`config.mk`:
```
export PLATFORM = sky130hd
export DESIGN_NAME = ov7670_capture_multi
export DESIGN_NICKNAME = d
export VERILOG_FILES = /design/src/rtl/ov7670_capture_multi.sv
export SDC_FILE = /design/constraint.sdc
export NUM_CORES = 1
export LEC_CHECK = 0
export CAP_MARGIN = 30
export CORE_UTILIZATION = 45
export DETAILED_ROUTE_END_ITERATION = 8
export DONT_BUFFER_PORTS = 1
export GPL_ROUTABILITY_DRIVEN = 0
export PLACE_DENSITY = 0.64
export SLEW_MARGIN = 0
export SYNTH_ARGS = -nofsm -noshare
export SYNTH_HDL_FRONTEND = slang
export SYNTH_SLANG_ARGS = --single-unit
```
`constraint.sdc`:
```
create_clock -name pclk -period 5.05 [get_ports pclk]
set_clock_uncertainty 0.05 [all_clocks]
set_input_delay 1.01 -clock pclk [delete_from_list [all_inputs] [get_ports pclk]]
set_output_delay 1.01 -clock pclk [all_outputs]
set_load 0.005 [all_outputs]
```
`src/rtl/ov7670_capture_multi.sv`:
```
// OV7670 byte-stream capture: packs RGB444 / RGB565 / Y8 pixels with optional 2x/4x subsampling into a bounded frame buffer.
// Define OV_FRAME_STATS_EN to add per-frame pix_count / line_count outputs.
module ov7670_capture_multi #(
    parameter int ADDR_W   = 17,
    parameter int H_ACTIVE = 640,
    parameter int V_ACTIVE = 480,
    parameter int MAX_PIX  = 76800
) (
    input  logic              pclk,
    input  logic              rst,
    input  logic              vsync,
    input  logic              href,
    input  logic [7:0]        d,
    input  logic [1:0]        mode,
    input  logic [1:0]        decim,
    output logic [ADDR_W-1:0] addr,
    output logic [15:0]       dout,
    output logic              we,
    output logic              frame_done,
    output logic              overflow
`ifdef OV_FRAME_STATS_EN
    ,
    output logic [ADDR_W-1:0] pix_count,
    output logic [9:0]        line_count
`endif
);

    // Counters need at least two bits so the 4x subsample test on the low bits is always valid.
    localparam int CW = ($clog2(H_ACTIVE) < 2) ? 2 : $clog2(H_ACTIVE);
    localparam int RW = ($clog2(V_ACTIVE + 1) < 2) ? 2 : $clog2(V_ACTIVE + 1);
    localparam logic [CW-1:0]   COL_LAST   = CW'(H_ACTIVE - 1);
    localparam logic [RW-1:0]   ROW_END    = RW'(V_ACTIVE);
    localparam logic [ADDR_W:0] ADDR_LIMIT = (ADDR_W + 1)'(MAX_PIX);

    localparam logic [1:0] WAIT_VS = 2'd0;
    localparam logic [1:0] ACTIVE  = 2'd1;
    localparam logic [1:0] DONE    = 2'd2;

    logic [1:0]    state;
    logic          vs_q, vs_q2, hr_q, hr_q2;
    logic [7:0]    d_q;
    logic [7:0]    b0;
    logic          phase;
    logic [CW-1:0] col;
    logic [RW-1:0] row;
    logic          line_full;
    logic [1:0]    mode_q;
    logic [1:0]    decim_q;

    logic          vs_fall, vs_rise, hr_fall;
    logic [1:0]    step_mask;
    logic          keep;
    logic          room;
    logic [15:0]   pix_data;

`ifdef OV_FRAME_STATS_EN
    logic [ADDR_W-1:0] pix_cnt;
    logic [9:0]        line_cnt;
`endif

    assign vs_fall = vs_q2 & ~vs_q;
    assign vs_rise = ~vs_q2 & vs_q;
    assign hr_fall = hr_q2 & ~hr_q;

    always_comb begin
        step_mask = 2'b11;
        case (decim_q)
            2'd0:    step_mask = 2'b00;
            2'd1:    step_mask = 2'b01;
            default: step_mask = 2'b11;
        endcase
    end

    // A pixel is kept only inside the active window and on the subsample grid.
    assign keep = ((col[1:0] & step_mask) == 2'b00) &&
                  ((row[1:0] & step_mask) == 2'b00) &&
                  !line_full && (row < ROW_END);
    assign room = ({1'b0, addr} < ADDR_LIMIT);

    always_comb begin
        pix_data = {4'h0, b0[7:4], b0[2:0], d_q[7], d_q[4:1]};
        case (mode_q)
            2'd1:    pix_data = {b0, d_q};
            2'd2:    pix_data = {8'h00, b0};
            default: pix_data = {4'h0, b0[7:4], b0[2:0], d_q[7], d_q[4:1]};
        endcase
    end

    always_ff @(posedge pclk) begin
        if (rst) begin
            state      <= WAIT_VS;
            vs_q       <= 1'b0;
            vs_q2      <= 1'b0;
            hr_q       <= 1'b0;
            hr_q2      <= 1'b0;
            d_q        <= 8'h00;
            b0         <= 8'h00;
            phase      <= 1'b0;
            col        <= '0;
            row        <= '0;
            line_full  <= 1'b0;
            mode_q     <= 2'd0;
            decim_q    <= 2'd0;
            addr       <= '0;
            dout       <= 16'h0000;
            we         <= 1'b0;
            frame_done <= 1'b0;
            overflow   <= 1'b0;
`ifdef OV_FRAME_STATS_EN
            pix_cnt    <= '0;
            line_cnt   <= 10'd0;
            pix_count  <= '0;
            line_count <= 10'd0;
`endif
        end else begin
            vs_q       <= vsync;
            vs_q2      <= vs_q;
            hr_q       <= href;
            hr_q2      <= hr_q;
            d_q        <= d;
            we         <= 1'b0;
            frame_done <= 1'b0;

            if (we) begin
                addr <= addr + ADDR_W'(1);
            end
`ifdef OV_FRAME_STATS_EN
            if (we) begin
                pix_cnt <= pix_cnt + ADDR_W'(1);
            end
`endif

            case (state)
                WAIT_VS: begin
                    phase     <= 1'b0;
                    col       <= '0;
                    line_full <= 1'b0;
                    if (vs_fall) begin
                        mode_q   <= mode;
                        decim_q  <= decim;
                        addr     <= '0;
                        row      <= '0;
                        overflow <= 1'b0;
                        state    <= ACTIVE;
`ifdef OV_FRAME_STATS_EN
                        pix_cnt  <= '0;
                        line_cnt <= 10'd0;
`endif
                    end
                end

                ACTIVE: begin
                    if (hr_q) begin
                        phase <= ~phase;
                        if (!phase) begin
                            b0 <= d_q;
                        end else begin
                            // A suppressed store leaves addr untouched so the buffer never wraps.
                            if (keep) begin
                                if (room) begin
                                    we   <= 1'b1;
                                    dout <= pix_data;
                                end else begin
                                    overflow <= 1'b1;
                                end
                            end
                            if (col == COL_LAST) begin
                                line_full <= 1'b1;
                            end else begin
                                col <= col + CW'(1);
                            end
                        end
                    end
                    if (hr_fall) begin
                        phase     <= 1'b0;
                        col       <= '0;
                        line_full <= 1'b0;
                        if (row != ROW_END) begin
                            row <= row + RW'(1);
                        end
`ifdef OV_FRAME_STATS_EN
                        line_cnt <= line_cnt + 10'd1;
`endif
                    end
                    if (vs_rise) begin
                        state <= DONE;
                    end
                end

                DONE: begin
                    frame_done <= 1'b1;
                    state      <= WAIT_VS;
`ifdef OV_FRAME_STATS_EN
                    pix_count  <= pix_cnt + ADDR_W'(we);
                    line_count <= line_cnt;
`endif
                end

                default: begin
                    state <= WAIT_VS;
                end
            endcase
        end
    end

endmodule
```
==> flow_metrics.tcl <==
set metrics [dict create \
    final_cells 501 \
    synth-compound-area-share 0.120 \
    synth_area_leader_cell "dfxtp_1" \
    grt_pass1_wl_um 11800 \
    portBuffers 0 \
    relSlewSlack 0.572 \
    rsz0062_at_grt "no" \
    ys_warn_count 0 \
    core_area_um2 7770 \
    min_period_ns 2.04 \
    antenna_found_initial 0 \
    dp_slack_ns 3.01 \
    setup_ws_ns 3.01 \
    synth_edf_count 0 \
    crit_type "flip-flop to flip-flop" \
    die-area_um2 8400 \
    dp_hpwl_um 4780 \
    grt_util_all_layers 0.179 \
    critPathMaxFanout 22 \
    cp_top_family "flip-flops" \
    gr-total-overflow 0 \
    p_per_area_nw_per_um2 304 \
    cts_resized 0 \
    critPathSlowestCell "dfxtp_1" \
    tightest_slew_ns 0.643 \
    firstDrtPassIters 4 \
    grt_pass1_vias 2466 \
    synth_area_um2 3610 \
    drc 0 \
    chipWidth_um 91.6 \
    final_max_slew_viol_count 0 \
    synth-main-ff-cell "dfxtp_1" \
    cts.clk_slew.worst_paths_ns 0.09 \
    yosysSeqAreaShare 0.460 \
    irDropWorstVdd_mv 0.165 \
    fmax_mhz 491 \
    async_flop_share 0 \
    ioPinCount 52 \
    synthTopCellsByCount "dfxtp_1 (83), nor2_1 (66), nand2_1 (30), mux2i_1 (21), xor2_1 (20)" \
    synthXorXnorAreaFrac 0.0703 \
    synth_top_family_by_area "simple AND/OR/NAND/NOR gates" \
    synthTopCellsByArea "dfxtp_1 (46%), nor2_1 (6.9%), mux2i_1 (5.8%)" \
    status "finished clean" \
    synth_fa_ha_area_frac 0.0208 \
    drt_wl_total_um 6890 \
    hold_viol_final 0 \
    synthMuxAreaShare 0.0582 \
    yosysMostFrequentCell "dfxtp_1" \
    critPathBufInv 1 \
    vias 2705 \
    setup_viol 0 \
    cts_buffers 9 \
    postCtsHoldBufs 0 \
    post_cts_buffers 0 \
    clkSinkCount 83 \
    multi_input_area_um2 1820 \
    yosys.area_share.simple 0.233 \
    synthCells 401 \
    diodes 0 \
    max-cap-violations 0 \
    end_kind "flip-flop" \
    placedCellCount 485 \
    grt_max_degree 54 \
    initial_core_util 0.465 \
    seq_area_um2 1660 \
    synth_cell_types 47 \
    cp_cell_sequence "and4bb_2 > nand4_1 > a211oi_4 > buf_8 > mux2i_1 > nor2_1" \
    cp.arrival_ns 2.25 \
    required_ns 5.26 \
    drive_gt1_frac 0.0777 \
    ctsRootBufferMaster "clkbuf_8" \
    htree_num_levels 3 \
    leakagePower_nw 1.26 \
    synth-seq-cells 83 \
    syn_to_final_growth_pct 7.03 \
    nets 416 \
    avgViaCountPerCell 5.40 \
    period_share 0.404 \
    num-fill-cells 776 \
    tns_ns 0 \
    drtIter0Drc 79 \
    die_h_um 91.6 \
    row_count 32 \
    clock_latency_ns 0.36 \
    ant_nets 0 \
    crit_path_start_kind "flip-flop" \
    cts_buffer_depth 2 \
    synth_fp_nets 423 \
    critPathMaxStageDelay_ns 0.58 \
    hp-class "flip-flop to flip-flop" \
    synth.avg_cell_area_um2 9.01 \
    wl_per_cell_um 13.8 \
    cts_tree "done" \
    synth_top_area_share 0.460 \
]
==> per-layer routing <==
metal  vias up  part of all wire  GRT usage
li1       1357                 -          -
met1      1265              0.48      0.233
met2        68              0.43      0.254
met3        15             0.068     0.0597
met4         0             0.025      0.110
met5         -                 0          0
==> through the flow <==
stage	hold slack, ns	util	instance area, um2	power, mW
CTS	0.420	0.498	3870	1.19
floorplan	0.382	-	3610	0.711
global placement	0.391	0.471	3650	0.711
finish	0.417	0.498	3870	1.18
global route	0.434	0.498	3870	1.23
detailed placement	0.409	0.472	3670	0.712
==> state kept, by name, indices dropped and copies added, names as in the netlist, 2 cells and up <==
| name | count |
|---|---|
| addr | 17 |
| b0 | 8 |
| col | 10 |
| d_q | 8 |
| decim_q | 2 |
| dout | 16 |
| mode_q | 2 |
| row | 9 |
| state | 2 |
==> kinds of logic (layout without fill, tap and decap cells) <==
family                   after synthesis  in the layout
AND/OR/NAND/NOR                      171            171
flip-flops                            83             83
AO/OA/AOI/OAI                         60             60
buffers and inverters                 31             29
XOR/XNOR                              29             29
multiplexers                          21             21
adder cells (fa/ha/maj)                6              6
==> power breakdown <==
part	total, mW	switching [mW]	internal [mW]
sequential	0.668	0.00692	0.661
combinational	0.0285	0.0180	0.0105
clock	0.481	0.249	0.232
total	1.18	0.274	0.903
==> worst register-to-register path, delay by kind of cell (launching register included) <==
family / cells / cell delay [ns]
compound gates: 1 / 0.36
buf+inv: 1 / 0.24
flops: 1 / 0.58
mux: 1 / 0.21
simple gates: 3 / 0.52
==> final cells by class <==
class	count	share of cell area
flip-flops and latches	83	0.429
repair buffers	2	0.00582
inverters	11	0.0107
clock buffers	9	0.0320
multi-input cells	287	0.470
clock inverters	7	0.0194
well taps	102	0.0330
==> layout by cell type, fill, tap and decap left out, drive strengths merged, types with 2 or more instances in the layout <==
| cell | n |
|---|---|
| a211oi | 6 |
| nand2 | 30 |
| nor2b | 12 |
| nand3 | 13 |
| or2 | 2 |
| and4 | 4 |
| a21oi | 19 |
| clkinv | 4 |
| o211ai | 4 |
| nand4 | 10 |
| xor2 | 20 |
| dfxtp | 83 |
| mux2i | 21 |
| clkbuf | 9 |
| or3 | 5 |
| buf | 2 |
| nor2 | 66 |
| o21ai | 15 |
| a22oi | 8 |
| nor3b | 6 |
| ha | 6 |
| inv | 13 |
| and3 | 5 |
| and2 | 2 |
| nor3 | 3 |
| xnor2 | 9 |
| nand2b | 8 |
==> final timing paths <==
kind	slack [ns]	endpoint	depth (start not counted)	startpoint
hold / removal	0.42	state[1]$_SDFFE_PP0P_	1	vs_q2$_SDFF_PP0_
setup / recovery	3.01	dout[6]$_SDFFE_PP0P_	6	state[0]$_SDFFE_PP0P_
hold reg to reg	0.42	state[1]$_SDFFE_PP0P_	1	vs_q2$_SDFF_PP0_
setup reg to reg	3.01	dout[6]$_SDFFE_PP0P_	6	state[0]$_SDFFE_PP0P_
Power figures use the tool's default switching activity.
